File: src/rtl/ol_pkg.sv
// Shared types and constants for the borrow-save online adder.
// A digit {p,n} has value p - n; {1,1} is a legal alias for zero on inputs.
package ol_pkg;

  typedef logic [1:0] digit_t;

  localparam digit_t DIG_ZERO = 2'b00;
  localparam digit_t DIG_POS  = 2'b10;
  localparam digit_t DIG_NEG  = 2'b01;

  // Online delay of ol_add_digit in enabled cycles.
  localparam int DELTA = 2;

  typedef enum logic [1:0] {IDLE, RUN, FLUSH, DONE} state_t;

  // Signed value of one borrow-save digit.
  function automatic logic signed [2:0] dig_val(input digit_t d);
    logic signed [2:0] v;
    v = $signed({2'b00, d[1]}) - $signed({2'b00, d[0]});
    return v;
  endfunction

  // Canonical encoding of a value in {-1,0,1}; never produces {1,1}.
  function automatic digit_t dig_enc(input logic signed [1:0] v);
    digit_t d;
    case (v)
      2'sb01:  d = DIG_POS;
      2'sb11:  d = DIG_NEG;
      default: d = DIG_ZERO;
    endcase
    return d;
  endfunction

endpackage

File: src/rtl/ol_add_seq_ctrl_if.sv
// Operand/result handshake bundle for ol_add_seq_ctrl.
// With OL_ADD_STREAM_EN defined the bundle also carries the per-digit stream zd/zd_valid.
interface ol_add_seq_ctrl_if #(
  parameter int NDIG = 6
);
  logic                in_valid;
  logic                in_ready;
  logic [2*NDIG-1:0]   x;
  logic [2*NDIG-1:0]   y;
  logic                out_valid;
  logic                out_ready;
  logic [2*NDIG+1:0]   z;
  logic                busy;
`ifdef OL_ADD_STREAM_EN
  logic [1:0]          zd;
  logic                zd_valid;

  modport master (
    output in_valid, x, y, out_ready,
    input  in_ready, out_valid, z, busy, zd, zd_valid
  );

  modport slave (
    input  in_valid, x, y, out_ready,
    output in_ready, out_valid, z, busy, zd, zd_valid
  );
`else
  modport master (
    output in_valid, x, y, out_ready,
    input  in_ready, out_valid, z, busy
  );

  modport slave (
    input  in_valid, x, y, out_ready,
    output in_ready, out_valid, z, busy
  );
`endif
endinterface

File: src/rtl/ol_add_digit.sv
// Registered single-digit radix-2 online adder slice, MSD first, online delay 2.
// The digit sum a_i = x_i + y_i is split as a_i = 2*t_(i+1) + w_i, choosing the split of
// +-1 from the sign of the next lower a so that w_i + t_i always stays in {-1,0,1}.
// Output digit z_i = w_i + t_i therefore needs a_(i-2), which sets the delay of two.
module ol_add_digit
  import ol_pkg::*;
(
  input  logic   clk,
  input  logic   rst_n,
  input  logic   en,
  input  logic   first,
  input  digit_t xd,
  input  digit_t yd,
  output digit_t zd,
  output logic   zd_valid
);

  logic signed [2:0] a_cur;
  logic signed [2:0] a_p;
  logic signed [2:0] a_prev_reg;
  logic signed [1:0] w_reg;
  logic signed [1:0] w_p;
  logic signed [1:0] w_next;
  logic signed [1:0] t_next;
  logic signed [1:0] z_sum;
  logic              a_neg;
  digit_t            zd_reg;
  logic              zd_valid_reg;

  // Split the previous digit sum into transfer/interim parts and form the output digit.
  always_comb begin
    a_cur  = dig_val(xd) + dig_val(yd);
    a_p    = first ? 3'sd0 : a_prev_reg;
    w_p    = first ? 2'sd0 : w_reg;
    a_neg  = a_cur[2];
    t_next = 2'sd0;
    w_next = 2'sd0;
    case (a_p)
      3'sb010: t_next = 2'sb01;
      3'sb110: t_next = 2'sb11;
      3'sb001: begin
        if (a_neg) begin
          t_next = 2'sb00;
          w_next = 2'sb01;
        end else begin
          t_next = 2'sb01;
          w_next = 2'sb11;
        end
      end
      3'sb111: begin
        if (a_neg) begin
          t_next = 2'sb11;
          w_next = 2'sb01;
        end else begin
          t_next = 2'sb00;
          w_next = 2'sb11;
        end
      end
      default: begin
        t_next = 2'sb00;
        w_next = 2'sb00;
      end
    endcase
    z_sum = w_p + t_next;
  end

  // Pipeline state; the first enabled cycle only primes the pipe and yields no digit.
  always_ff @(posedge clk or negedge rst_n) begin
    if (!rst_n) begin
      a_prev_reg   <= 3'sd0;
      w_reg        <= 2'sd0;
      zd_reg       <= DIG_ZERO;
      zd_valid_reg <= 1'b0;
    end else begin
      zd_valid_reg <= en & ~first;
      if (en) begin
        a_prev_reg <= a_cur;
        w_reg      <= w_next;
        zd_reg     <= dig_enc(z_sum);
      end
    end
  end

  assign zd       = zd_reg;
  assign zd_valid = zd_valid_reg;

endmodule

File: src/rtl/ol_add_seq_ctrl.sv
// Sequencer for a digit-serial MSD-first borrow-save online adder built on one ol_add_digit.
// Streams NDIG operand digit pairs, flushes the online delay with zero digits, collects
// NDIG+1 sum digits into z and offers z over a valid/ready handshake.
// OL_ADD_STREAM_EN exposes each sum digit on zd/zd_valid as it is produced.
module ol_add_seq_ctrl
  import ol_pkg::*;
#(
  parameter int NDIG = 6
) (
  input logic              clk,
  input logic              rst_n,
  ol_add_seq_ctrl_if.slave bus
);

  localparam int W     = 2 * NDIG;
  localparam int ZW    = 2 * NDIG + 2;
  localparam int CNT_W = $clog2(NDIG + 1);

  // FLUSH spends DELTA enabled cycles plus one drain cycle in which the last
  // registered slice digit is shifted into z, so z is complete on entry to DONE.
  localparam logic [CNT_W-1:0] RUN_LAST   = CNT_W'(NDIG - 1);
  localparam logic [CNT_W-1:0] FLUSH_LAST = CNT_W'(DELTA);

  state_t           state_reg;
  state_t           state_next;
  logic [CNT_W-1:0] cnt_reg;
  logic [CNT_W-1:0] cnt_next;
  logic [W-1:0]     xs_reg;
  logic [W-1:0]     ys_reg;
  logic [ZW-1:0]    z_reg;
  logic             accept;
  logic             slice_en;
  logic             slice_first;
  digit_t           slice_xd;
  digit_t           slice_yd;
  digit_t           slice_zd;
  logic             slice_zd_valid;

  // State and digit counter registers.
  always_ff @(posedge clk or negedge rst_n) begin
    if (!rst_n) begin
      state_reg <= IDLE;
      cnt_reg   <= '0;
    end else begin
      state_reg <= state_next;
      cnt_reg   <= cnt_next;
    end
  end

  // Next-state logic and slice drive.
  always_comb begin
    state_next  = state_reg;
    cnt_next    = cnt_reg;
    accept      = 1'b0;
    slice_en    = 1'b0;
    slice_first = 1'b0;
    slice_xd    = DIG_ZERO;
    slice_yd    = DIG_ZERO;
    case (state_reg)
      IDLE: begin
        if (bus.in_valid) begin
          accept     = 1'b1;
          state_next = RUN;
          cnt_next   = '0;
        end
      end
      RUN: begin
        slice_en    = 1'b1;
        slice_first = (cnt_reg == '0);
        slice_xd    = xs_reg[W-1 -: 2];
        slice_yd    = ys_reg[W-1 -: 2];
        if (cnt_reg == RUN_LAST) begin
          state_next = FLUSH;
          cnt_next   = '0;
        end else begin
          cnt_next = cnt_reg + 1'b1;
        end
      end
      FLUSH: begin
        slice_en = (cnt_reg != FLUSH_LAST);
        if (cnt_reg == FLUSH_LAST) begin
          state_next = DONE;
          cnt_next   = '0;
        end else begin
          cnt_next = cnt_reg + 1'b1;
        end
      end
      DONE: begin
        if (bus.out_ready) begin
          state_next = IDLE;
        end
      end
      default: begin
        state_next = IDLE;
        cnt_next   = '0;
      end
    endcase
  end

  // Operand shift registers: latch on acceptance, then present the next digit each RUN cycle.
  always_ff @(posedge clk or negedge rst_n) begin
    if (!rst_n) begin
      xs_reg <= '0;
      ys_reg <= '0;
    end else if (accept) begin
      xs_reg <= bus.x;
      ys_reg <= bus.y;
    end else if (state_reg == RUN) begin
      xs_reg <= {xs_reg[W-3:0], DIG_ZERO};
      ys_reg <= {ys_reg[W-3:0], DIG_ZERO};
    end
  end

  // Result shift register: digits arrive MSD first, so after NDIG+1 shifts the MSD is on top.
  always_ff @(posedge clk or negedge rst_n) begin
    if (!rst_n) begin
      z_reg <= '0;
    end else if (slice_zd_valid) begin
      z_reg <= {z_reg[ZW-3:0], slice_zd};
    end
  end

  ol_add_digit u_digit (
    .clk      (clk),
    .rst_n    (rst_n),
    .en       (slice_en),
    .first    (slice_first),
    .xd       (slice_xd),
    .yd       (slice_yd),
    .zd       (slice_zd),
    .zd_valid (slice_zd_valid)
  );

  assign bus.in_ready  = (state_reg == IDLE);
  assign bus.busy      = (state_reg != IDLE);
  assign bus.out_valid = (state_reg == DONE);
  assign bus.z         = z_reg;

`ifdef OL_ADD_STREAM_EN
  assign bus.zd       = slice_zd;
  assign bus.zd_valid = slice_zd_valid;
`else
  // Digits are only visible through the packed z.
`endif

endmodule

File: src/flat_wrapper.sv
// flat-port wrapper written by rule: the top's interface ports become plain ports
module ol_add_seq_ctrl_flat import ol_pkg::*;
#(
  parameter int NDIG = 6
)
  (clk, rst_n, bus_in_valid, bus_x, bus_y, bus_out_ready, bus_in_ready, bus_out_valid, bus_z, bus_busy);
  ol_add_seq_ctrl_if #(.NDIG(NDIG)) bus_i ();
  input logic clk;
  input logic rst_n;
  input wire logic [$bits(bus_i.in_valid)-1:0] bus_in_valid;
  input wire logic [$bits(bus_i.x)-1:0] bus_x;
  input wire logic [$bits(bus_i.y)-1:0] bus_y;
  input wire logic [$bits(bus_i.out_ready)-1:0] bus_out_ready;
  output wire logic [$bits(bus_i.in_ready)-1:0] bus_in_ready;
  output wire logic [$bits(bus_i.out_valid)-1:0] bus_out_valid;
  output wire logic [$bits(bus_i.z)-1:0] bus_z;
  output wire logic [$bits(bus_i.busy)-1:0] bus_busy;
  assign bus_i.in_valid = bus_in_valid;
  assign bus_i.x = bus_x;
  assign bus_i.y = bus_y;
  assign bus_i.out_ready = bus_out_ready;
  assign bus_in_ready = bus_i.in_ready;
  assign bus_out_valid = bus_i.out_valid;
  assign bus_z = bus_i.z;
  assign bus_busy = bus_i.busy;
  ol_add_seq_ctrl #(.NDIG(NDIG)) u_core (.clk(clk), .rst_n(rst_n), .bus(bus_i));
endmodule
File: config.mk
export PLATFORM = sky130hd
export DESIGN_NAME = ol_add_seq_ctrl_flat
export DESIGN_NICKNAME = d
export VERILOG_FILES = /design/src/rtl/ol_pkg.sv /design/src/rtl/ol_add_seq_ctrl_if.sv /design/src/rtl/ol_add_digit.sv /design/src/rtl/ol_add_seq_ctrl.sv /design/src/flat_wrapper.sv
export SDC_FILE = /design/constraint.sdc
export NUM_CORES = 1
export LEC_CHECK = 0
export ABC_AREA = 1
export BUFFER_PORTS_ARGS = -buffer_cell sky130_fd_sc_hd__buf_2
export CAP_MARGIN = 40
export CORE_ASPECT_RATIO = 1.1
export CORE_MARGIN = 3
export CORE_UTILIZATION = 40
export CTS_CLUSTER_DIAMETER = 50
export DETAILED_ROUTE_END_ITERATION = 16
export PLACE_DENSITY = 0.6
export SLEW_MARGIN = 0
export SYNTH_ARGS = -nofsm -noshare
export SYNTH_HDL_FRONTEND = slang
export SYNTH_HIERARCHICAL = 1
export SYNTH_SLANG_ARGS = --single-unit
File: constraint.sdc
create_clock -name clk -period 9.3 [get_ports clk]
set_input_delay 0.465 -clock clk [delete_from_list [all_inputs] [get_ports clk]]
set_output_delay 0.465 -clock clk [all_outputs]
set_load 0.01 [all_outputs]
* Word level (Yosys, flattened, before mapping)
Index checks and enable logic that the tools add are counted.
Storage, ports and cells: flip-flop bits (word level) 51, bits of input ports 28, output and inout port bits 17, word-level logic and storage cells 67
Operators by class: add/subtract/negate cells 5, equality and inequality tests 16, mux-type cells 27, bitwise operators 2, reductions and logical operators 8
Operators with widths (count):
- 12-bit 2-to-1 mux | 4
- 2-bit 2-to-1 mux | 10
- 2-bit one-hot mux with 4 select lines | 2
- 3-bit 2-to-1 mux | 4
- 3-bit == test (second input constant) | 3
- 3-bit one-hot mux with 3 select lines | 1
- 2-bit == test (second input constant) | 3
- 3-bit by 2-bit == test with 1-bit output (second input constant) | 2
- 2-bit by 1-bit == test with 1-bit output (second input constant) | 2
- 1-bit 2-to-1 mux | 4
- 2-bit by 1-bit inequality test with 1-bit output (second input constant) | 2
- 2-bit inequality test (second input constant) | 2
- 2-bit one-hot mux with 2 select lines | 1
- 4-bit AND reduction | 1
- 2-bit nonzero test | 2
- 1-bit by 1-bit subtractor with 2-bit output | 2
- 2-bit by 2-bit adder with 3-bit output | 1
- 3-bit by 1-bit adder with 3-bit output (second input constant) | 1
- 3-bit by 1-bit == test with 1-bit output (second input constant) | 1
- 3-bit logical NOT | 1
- 3-bit by 2-bit inequality test with 1-bit output (second input constant) | 1
- 3-bit nonzero test | 1
- 2-bit adder | 1
- 2-bit logical NOT | 1
- 5 further kinds | 5

* Longest topological paths before layout
Gate-level depths: netlist of run 1.
word-level depth 9, mapped depth 21, mapped depth without buffers 19

* Hierarchy
Netlist of run 1, hierarchy kept.
Modules (own cells, without submodules):
- ol_add_seq_ctrl | times used 1, cells each 251, area an instance 2239.6 µm², sequential area each 1076.0 µm²
- ol_add_digit | times used 1, cells each 66, area an instance 521.8 µm², sequential area each 200.2 µm²

* Worst setup path after synthesis of run 1
No wires, ideal clock.
path type reg-to-reg, start reg u_core.state_reg[1], end reg u_core.u_digit.zd_reg[0] (netlist: u_core/u_digit/zd[0]), library setup time 0.116 ns, arrival 2.805 ns, data required time 9.184 ns, setup slack 6.379 ns, cell stages (with the launch flop) 22, path buffers 2, period minus slack after synthesis 2.921 ns, cell sequence dfrtp_1 inv_1 ha_1 buf_4 buf_2 nand2_1 inv_1 inv_1 ha_1 inv_1 ha_1 fa_1 nand2_1 inv_1 o22ai_1 ha_1 nand3b_1 nand2_1 nand2_1 nand2_1 nand2_1 nand2_1
Between the ends: word-level cells in the longest chain between the ends 9, elaborated cells on any way between the ends 22, classes of those cells add/sub: 4; eq/ne: 8; mux: 10
RTL lines:
- start: declaration | RTL line ol_add_seq_ctrl.sv:24 | state_t state_reg;
- start signal: assignment | RTL line ol_add_seq_ctrl.sv:45 | state_reg <= state_next;
- 2-bit by 1-bit == test with 1-bit output * | RTL line ol_add_seq_ctrl.sv:59 | case (state_reg)
- 2-bit 2-to-1 mux * | RTL line ol_add_seq_ctrl.sv:59
- net u_core.slice_xd[1] | RTL line ol_add_seq_ctrl.sv:34 | digit_t slice_xd;
- 1-bit by 1-bit subtractor with 2-bit output * | RTL line ol_pkg.sv:19 | v = $signed({2'b00, d[1]}) - $signed({2'b00, d[0]});
- 2-bit by 2-bit adder with 3-bit output * | RTL line ol_add_digit.sv:32 | a_cur = dig_val(xd) + dig_val(yd);
- 2-bit 2-to-1 mux / 1-bit 2-to-1 mux (equally long branches) | RTL line ol_add_digit.sv:51, ol_add_digit.sv:42
- 2-bit one-hot mux with 4 select lines * | RTL line ol_add_digit.sv:38 | case (a_p)
- 2-bit adder * | RTL line ol_add_digit.sv:64 | z_sum = w_p + t_next;
- 2-bit == test / 2-bit by 1-bit == test with 1-bit output (equally long branches) | RTL line ol_pkg.sv:26 | case (v)
- 2-bit one-hot mux with 2 select lines * | RTL line ol_pkg.sv:26
- end signal: assignment | RTL line ol_add_digit.sv:79 | zd_reg <= dig_enc(z_sum);
- end: declaration | RTL line ol_add_digit.sv:27 | digit_t zd_reg;
Mark *: on every way through the listed nets, which the timed path passes. The rest lies on a longest branch. A chain may end at the register's enable or synchronous reset.

* Worst setup path after layout of run 1
Ends and elaborated chain as after synthesis.

==> results.py, run 1 <==
metrics = {
    "timing": {
        "fmax_mhz": 294,
        "period_needed_ps": 3400,
        "slew_violations": 0,
        "setup_viol": 0,
        "tightest_slew_ps": 758,
        "relSlewSlack_pct": 49.0,
        "fin_crit_sh_pct": 36.6,
        "finalSetupTns_ps": 0,
        "rsz0062_at_grt": "no",
        "layout_setup_ws_ps": 5900,
        "finalClockSkew_ps": 7.71,
        "finalHoldViolations": 0,
    },
    "power_and_ir_drop": {
        "power_density_nw_per_um2": 320,
        "ir_drop_v": 0.000154,
        "p_leak_nw": 1.59,
    },
    "layout": {
        "regArea_um2": 1280,
        "instances_no_fill": 434,
        "largest_reg_flops": 14,
        "fillers": 650,
        "final_cell_area_um2": 3070,
        "antenna_cells": 0,
        "post-route-util_pct": 46.3,
        "multi_input_area_um2": 1170,
        "drive_above_1_share_pct": 22.4,
        "syn_to_final_growth_pct": 11.1,
        "final_nets": 391,
    },
    "placement": {
        "place_hpwl_um": 3550,
        "post-place-ws_ps": 5890,
        "gp_congestion": 0.765,
        "port_buffers": 44,
        "dp_cells": 426,
        "dpl_cell_area_um2": 2950,
    },
    "global_route": {
        "grt_overflow": 0,
        "grt_usage_pct": 13.8,
        "grt_pass1_vias": 2090,
        "grt_max_degree": 52,
        "antenna_found_initial": 0,
        "grt_first_pass_wirelength_um": 9050,
    },
    "logic_synthesis": {
        "yosysMostFrequentCell": "nand3_1",
        "ys_types": 32,
        "synth_edf_count": 0,
        "synth_nets": 357,
        "ys_seq_elements": 51,
        "yosys_warnings": 6,
        "yosysTopAreaCell": "dfrtp_1",
        "synthTopCellsByArea": "dfrtp_1 (46%), nand3_1 (17%), nand2_1 (6.5%)",
        "ys_top_cells_by_count": "nand3_1 (94), dfrtp_1 (51), nand2_1 (48)",
        "netlist_area_um2": 2760,
        "synth_top_area_share_pct": 46.2,
        "async_reset_ff_share_pct": 100,
        "synth_cells": 317,
        "synth_flop_cell": "dfrtp_1",
        "ys_seq_area_share_pct": 46.2,
        "synth_area_per_cell_um2": 8.71,
    },
    "worst_setup_path": {
        "critPathMaxStageDelay_ps": 510,
        "cpMostUsedCell": "nand2_1",
        "crit_arrival_ps": 3600,
        "crit_fanout": 15,
        "crit_chain": "inv_1 > ha_1 > buf_6 > nand2_1 > inv_1 > inv_1 > ha_1 > inv_1 > ha_1 > fa_1 > nand2_1 > inv_1 > o22ai_1 > ha_1 > nand3b_1 > nand2_1 > nand2_1 > nand2_1 > nand2_1 > nand2_1",
        "cp.required_ps": 9500,
        "r2r-start": "u_core/state_reg[1]",
        "worst-setup-path-type": "reg2reg",
        "cp.buffers_inverters": 6,
        "cp-end-kind": "register",
        "path_delay_family": "adder cells",
        "slowest_stage": "ha_1",
        "startpoint_type": "register",
        "cp-startpoint": "u_core/state_reg[1]",
    },
    "cts": {
        "clockRootBuffer": "clkbuf_8",
        "post_cts_resized": 0,
        "cts_buffer_depth": 2,
        "worstSkewPairLatency_ps": 300,
        "hold_buffers": 0,
        "post_cts_buffers": 0,
        "htree_levels": 2,
        "cts.sinks": 51,
        "path_clk_slew_ps": 90,
        "cts_tree": "done",
        "cts_buffers": 5,
    },
    "routing": {
        "routed_wl_um": 5140,
        "wl_per_cell_um": 11.8,
        "drt_first_pass_iters": 4,
        "final_antenna_net_count": 0,
        "via_per_inst": 4.97,
        "route.detailed.drc": 0,
        "via_count": 2158,
        "drt_iter0_drc": 92,
    },
    "floorplanning": {
        "core_area_um2": 6630,
        "io_pins": 45,
        "die_y_um": 93.1,
        "die_w_um": 85.2,
        "initial_core_util_pct": 41.6,
        "dieArea_um2": 7940,
        "rows": 31,
    },
    "worst_hold_path": {
        "hold_path.class": "in2async",
    },
    "status": {
        "outcome": "complete, no violations",
    },
    "run": {
        "cap_violations": 0,
    },
}
[final timing paths]
check	cells after the start	endpoint	slack (ps)
min in group clk	3	u_core/ys_reg[1]	380
worst max-delay path	20	u_core/u_digit/zd[0]	5900
worst min register to register	2	u_core/u_digit/zd[0]	490
worst min-delay path	2	u_core/bus.z[0]	270
worst max register to register	20	u_core/u_digit/zd[0]	5900
max in group asynchronous	2	u_core/u_digit/a_prev_reg[1]	8610
[power by group]
part	leakage, nW	switching, mW	internal (mW)
Clock	0.0587	0.0730	0.0815
Combinational	0.877	0.277	0.166
Sequential	0.649	0.0673	0.317
Total	1.59	0.418	0.564
[per-stage QoR]
stage | hold WS, ps | power, mW
finish | 271 | 0.982
global route | 315 | 1.08
CTS | 292 | 0.999
detailed placement | 477 | 0.839
global placement | 469 | 0.824
floorplan | 169 | 0.749
[area by class of cell]
type / instances / share of cell area (%)
well taps: 82 / 3.34
clock buffers: 5 / 2.24
repair buffers: 47 / 8.03
inverters: 39 / 4.93
clock inverters: 3 / 1.55
flip-flops and latches: 51 / 41.6
multi-input cells: 207 / 38.3
[cell usage in the layout (no fill, tap or decap), types with 2 or more instances in the layout]
cell       n
buf_2     44
nand4_1    3
nand2_2    3
nor2_1    10
mux2_1     2
a21oi_1    7
o21ai_1    7
nand3_1   94
nand3_2    2
o21ai_0    3
inv_4      2
buf_4      2
nor2_2     3
nand2_1   48
nand2_4    3
inv_1     29
dfrtp_1   51
inv_2      7
clkbuf_8   5
ha_1      10
fa_1       2
[routing by layer]
layer	GRT usage, %	wire, um
met1	18.3	2430
met2	22.5	2450
met3	3.00	215
met4	4.22	37
met5	0	0
[cells by family (layout without fill, tap and decap cells)]
group	after synthesis	count (layout)	share of synthesized area, %
AND/OR/NAND/NOR	171	171	30.8
buffers and inverters	59	94	11.2
flip-flops	51	51	46.2
AO/OA/AOI/OAI	21	21	4.67
adder cells (fa/ha/maj)	12	12	5.98
multiplexers	2	2	0.816
XOR/XNOR	1	1	0.317
Power figures use the tool's default switching activity.
==> inputs of run 2 (changes only) <==
Clock period 9.3 ns to 3.3 ns, I/O delays scaled along.
==> run 2 against run 1 <==
  * Sequential cell count stayed put
  * Clock skew is 0.92 ps higher
  * Clock power is 150% higher
  * Register-to-register slack worse by 5600 ps
  * Utilization is 0.21 points higher
  * Power grew to 2.8 times the previous value
  * Die area stayed put
  * Design area is 0.45% higher
  * Sequential share of layout area is 0.19 points lower
  * Critical path type unchanged
  * Global-route usage hardly changed
  * Critical endpoint unchanged
  * Sequential power grew to 2.8 times the previous value
  * Maximum frequency is 15% higher
==> results.py, run 2 (same netlist as run 1, synthesis figures left out) <==
metrics = {
    "worst_setup_path": {
        "critPathMaxStageDelay_ps": 430,
        "crit_arrival_ps": 3160,
        "cpMostUsedCell": "nand2_1",
        "crit_fanout": 7,
        "cp.required_ps": 3500,
        "startpoint_type": "register",
        "cp.buffers_inverters": 5,
        "crit_chain": "inv_1 > ha_2 > buf_4 > nand2_1 > inv_1 > ha_1 > inv_1 > ha_1 > fa_1 > nand2_1 > inv_1 > o22ai_1 > ha_1 > nand3b_1 > nand2_1 > nand2_1 > nand2_1 > nand2_1 > nand2_1",
        "worst-setup-path-type": "reg2reg",
        "slowest_stage": "fa_1",
        "cp-end-kind": "register",
        "path_delay_family": "adder cells",
    },
    "routing": {
        "via_per_inst": 5.02,
        "routed_wl_um": 5190,
        "final_antenna_net_count": 0,
        "route.detailed.drc": 0,
        "drt_iter0_drc": 95,
        "drt_first_pass_iters": 5,
        "wl_per_cell_um": 11.8,
        "via_count": 2198,
    },
    "layout": {
        "syn_to_final_growth_pct": 11.6,
        "regArea_um2": 1280,
        "antenna_cells": 0,
        "final_cell_mix": "nand3_1 (94), dfrtp_1 (51), nand2_1 (48)",
        "final_nets": 395,
        "drive_above_1_share_pct": 23.3,
        "multi_input_area_um2": 1180,
        "instances_no_fill": 438,
        "layout_commonest_cell": "nand3_1",
        "fillers": 653,
        "largest_reg_flops": 14,
    },
    "floorplanning": {
        "io_pins": 45,
        "rows": 31,
        "dieArea_um2": 7940,
        "die_w_um": 85.2,
        "die_y_um": 93.1,
        "core_area_um2": 6630,
        "initial_core_util_pct": 41.6,
    },
    "timing": {
        "tightest_slew_ps": 761,
        "finalSetupTns_ps": 0,
        "rsz0062_at_grt": "no",
        "fin_crit_sh_pct": 89.6,
        "finalHoldViolations": 0,
        "slew_violations": 0,
        "relSlewSlack_pct": 49.3,
        "fmax_mhz": 338,
        "setup_viol": 0,
        "finalClockSkew_ps": 8.63,
        "period_needed_ps": 2960,
    },
    "cts": {
        "path_clk_slew_ps": 100,
        "post_cts_buffers": 0,
        "cts_tree": "done",
        "cts_buffer_depth": 2,
        "cts_buffers": 5,
        "htree_levels": 2,
        "cts.sinks": 51,
        "worstSkewPairLatency_ps": 300,
        "clockRootBuffer": "clkbuf_8",
    },
    "global_route": {
        "antenna_found_initial": 0,
        "grt_usage_pct": 13.8,
        "grt_overflow": 0,
        "grt_max_degree": 45,
        "grt_pass1_vias": 2018,
        "grt_first_pass_wirelength_um": 8980,
    },
    "status": {
        "outcome": "complete, no violations",
    },
    "worst_hold_path": {
        "hold_path.class": "in2reg",
    },
    "run": {
        "cap_violations": 0,
    },
    "placement": {
        "dp_cells": 429,
        "gp_congestion": 0.762,
        "port_buffers": 44,
        "place_hpwl_um": 3600,
    },
    "power_and_ir_drop": {
        "p_leak_nw": 1.59,
        "ir_drop_v": 0.000448,
        "power_density_nw_per_um2": 894,
    },
}
-- run 2: metal layers --
| metal | track usage, % | routed length [um] | vias up |
|---|---|---|---|
| li1 | - | - | 1110 |
| met1 | 18.8 | 2430 | 1040 |
| met2 | 21.8 | 2460 | 42 |
| met3 | 3.17 | 239 | 6 |
| met4 | 3.96 | 60 | 0 |
| met5 | 0 | 0 | - |
-- run 2: report_power, final --
part | total [mW] | switching [mW] | internal, mW
Sequential | 1.08 | 0.186 | 0.893
Clock | 0.385 | 0.213 | 0.172
Combinational | 1.29 | 0.794 | 0.497
-- run 2: stage by stage --
stage | util, % | hold WS, ps | instance area (um^2) | setup slack (ps) | total power, mW
2_1_floorplan | - | -131 | 2760 | 379 | 2.11
3_3_place_gp | 44.8 | 272 | 2970 | 393 | 2.37
3_5_place_dp | 44.8 | 272 | 2970 | 283 | 2.39
4_1_cts | 46.4 | 62.9 | 3080 | 255 | 2.79
5_1_grt | 46.5 | 76.6 | 3080 | 64.5 | 3.01
6_report | 46.5 | 72.9 | 3080 | 343 | 2.75
-- run 2: area by class of cell --
type,count,area share (%)
Multi-Input combinational cell,207,38.2
Timing Repair Buffer,51,8.93
Sequential cell,51,41.4
Tap cell,82,3.33
Inverter,39,4.91
Clock inverter,2,0.528
Clock buffer,6,2.68
-- run 2: final timing paths --
path	slack, ps	cells after the start	to	from
max	340	19	u_core/u_digit/zd[0]	u_core/state_reg[1]
min reg2reg	490	2	u_core/u_digit/zd[1]	u_core/u_digit/zd[1]
max in group asynchronous	2100	3	u_core/xs_reg[11]	rst_n
min	70	3	u_core/ys_reg[1]	bus_y[1]
max reg2reg	340	19	u_core/u_digit/zd[0]	u_core/state_reg[1]
min in group asynchronous	450	2	u_core/bus.z[0]	rst_n
-- run 2: repair_timing --
action                                  CTS  global route
endpoints found under the setup margin    0             1
endpoints found under the hold margin    31             0
gates resized for setup                   0             1
hold buffers                              1             0
-- run 2: worst min-delay path, stage by stage --
cell and delay, ps:
buf_2 70, nand3_1 50, nand2_1 60
==> inputs of run 3 (changes only) <==
Clock period 3.3 ns to 3.4 ns, I/O delays scaled along.
==> run 3 against run 2 <==
  * Setup slack better by 93 ps
  * Die area unchanged
  * Power down 2.0%
  * Sequential power about the same
  * Design area unchanged
  * First-iteration DRC count up 6.3%
  * Clock skew up 1.0 ps
  * Critical path depth unchanged
  * Maximum frequency down 0.24%
==> results.py, run 3 (same netlist as run 1, synthesis figures left out) <==
metrics = {
    "timing": {
        "slew_violations": 0,
        "finalSetupTns_ps": 0,
        "finalHoldViolations": 0,
        "relSlewSlack_pct": 51.3,
        "fmax_mhz": 337,
        "rsz0062_at_grt": "no",
        "period_needed_ps": 2960,
        "setup_viol": 0,
        "fin_crit_sh_pct": 87.2,
        "tightest_slew_ps": 731,
        "finalClockSkew_ps": 9.68,
    },
    "cts": {
        "cts.sinks": 51,
        "cts_buffers": 5,
        "cts_tree": "done",
        "path_clk_slew_ps": 90,
        "cts_buffer_depth": 2,
        "htree_levels": 2,
        "worstSkewPairLatency_ps": 300,
        "post_cts_buffers": 0,
        "clockRootBuffer": "clkbuf_8",
    },
    "routing": {
        "wl_met2_um": 2460,
        "routed_wl_um": 5190,
        "wl_met1_um": 2440,
        "dr_wl_met3_um": 238,
        "via_count": 2172,
        "drt_first_pass_iters": 4,
        "via_per_inst": 4.98,
        "final_antenna_net_count": 0,
        "drt_iter0_drc": 101,
        "route.detailed.drc": 0,
        "routed.top_layer": "met4",
        "wl_per_cell_um": 11.9,
    },
    "floorplanning": {
        "core_area_um2": 6630,
        "dieArea_um2": 7940,
        "io_pins": 45,
        "die_w_um": 85.2,
        "die_y_um": 93.1,
        "initial_core_util_pct": 41.6,
        "rows": 31,
    },
    "placement": {
        "dpl_cell_area_um2": 2960,
        "place_hpwl_um": 3570,
        "port_buffers": 44,
        "gp_congestion": 0.754,
    },
    "worst_setup_path": {
        "reg2regPathDepth": 19,
        "cp-end-kind": "register",
        "crit_fanout": 12,
        "worst-setup-path-type": "reg2reg",
        "rrSetupSlack_ps": 440,
        "crit_arrival_ps": 3170,
        "startpoint_type": "register",
        "cp.required_ps": 3610,
    },
    "run": {
        "cap_violations": 0,
    },
    "layout": {
        "antenna_cells": 0,
        "fillers": 654,
        "final_cell_area_um2": 3080,
        "regArea_um2": 1280,
        "multi_input_area_um2": 1180,
        "layout_commonest_cell": "nand3_1",
        "syn_to_final_growth_pct": 11.6,
        "drive_above_1_share_pct": 22.9,
        "largest_reg_flops": 14,
        "final_cell_mix": "nand3_1 (94), dfrtp_1 (51), nand2_1 (48)",
        "final_nets": 394,
    },
    "power_and_ir_drop": {
        "power_density_nw_per_um2": 876,
        "p_clk_share_pct": 15.4,
        "p_switching_mw": 1.14,
        "internal_power_mw": 1.56,
        "swShare_pct": 42.3,
        "seq_power_share_pct": 38.9,
        "ir_drop_v": 0.000385,
        "p_leak_nw": 1.59,
        "p_comb_share_pct": 45.7,
    },
    "status": {
        "outcome": "complete, no violations",
    },
    "worst_hold_path": {
        "hold_path.class": "in2reg",
        "min_path_cells": 3,
    },
    "global_route": {
        "grt_max_degree": 52,
        "grt_usage_pct": 13.7,
        "grt_first_pass_wirelength_um": 8860,
        "antenna_found_initial": 0,
        "grt_pass1_vias": 1990,
        "grt_overflow": 0,
    },
}
-- run 3: routing by layer --
layer  up-vias  global-route usage, %
li1       1108                      -
met1      1016                   18.5
met2        43                   21.9
met3         5                   3.17
met4         0                   3.96
met5         -                      0
-- run 3: critical path: stages (launching register included) --
cell and delay (ps):
dfrtp_1 430, inv_1 110, ha_2 310, nand2_1 70
inv_1 60, inv_1 40, ha_1 260, inv_1 40
ha_1 220, fa_1 430, nand2_1 110, inv_1 60
o22ai_1 170, ha_1 180, nand3b_1 120, nand2_1 50
nand2_1 70, nand2_1 50, nand2_1 50, nand2_1 40
-- run 3: power groups by stage --
stage               Sequential [mW]  Clock [mW]  Combinational, mW
finish                         1.05       0.415               1.23
floorplan                      1.04           0               1.01
global route                   1.09       0.444               1.41
global placement               1.06           0               1.24
CTS                            1.05       0.433               1.25
detailed placement             1.06           0               1.25
-- run 3: final timing paths --
check,start,to
setup / recovery,u_core/state_reg[1],u_core/u_digit/zd[0]
hold reg to reg,u_core/u_digit/zd[1],u_core/u_digit/zd[1]
min in group asynchronous,rst_n,u_core/bus.z[0]
setup reg to reg,u_core/state_reg[1],u_core/u_digit/zd[0]
max in group asynchronous,rst_n,u_core/xs_reg[2]
hold / removal,bus_x[0],u_core/xs_reg[0]
-- run 3: final cells by class --
type	instances	area share, %
clock buffer	5	2.23
timing repair buffer	50	8.69
inverter	39	4.91
sequential	51	41.4
tap	82	3.33
multi-input combinational	207	38.2
clock inverter	2	1.22
-- run 3: what timing repair did --
item                                   CTS  global route
endpoints found under the hold margin   18             0
hold buffers                             1             0
setup endpoints to repair                0             1
resized for setup                        0             1
-- run 3: metrics by stage --
stage	setup slack (ps)	power, mW	utilization, %	std cells	hold slack, ps
2_1_floorplan	479	2.05	-	317	-126
3_3_place_gp	435	2.29	44.7	428	335
3_5_place_dp	340	2.31	44.7	428	338
4_1_cts	298	2.74	46.4	436	67.6
5_1_grt	122	2.94	46.5	436	87.4
6_report	436	2.70	46.5	436	78.0
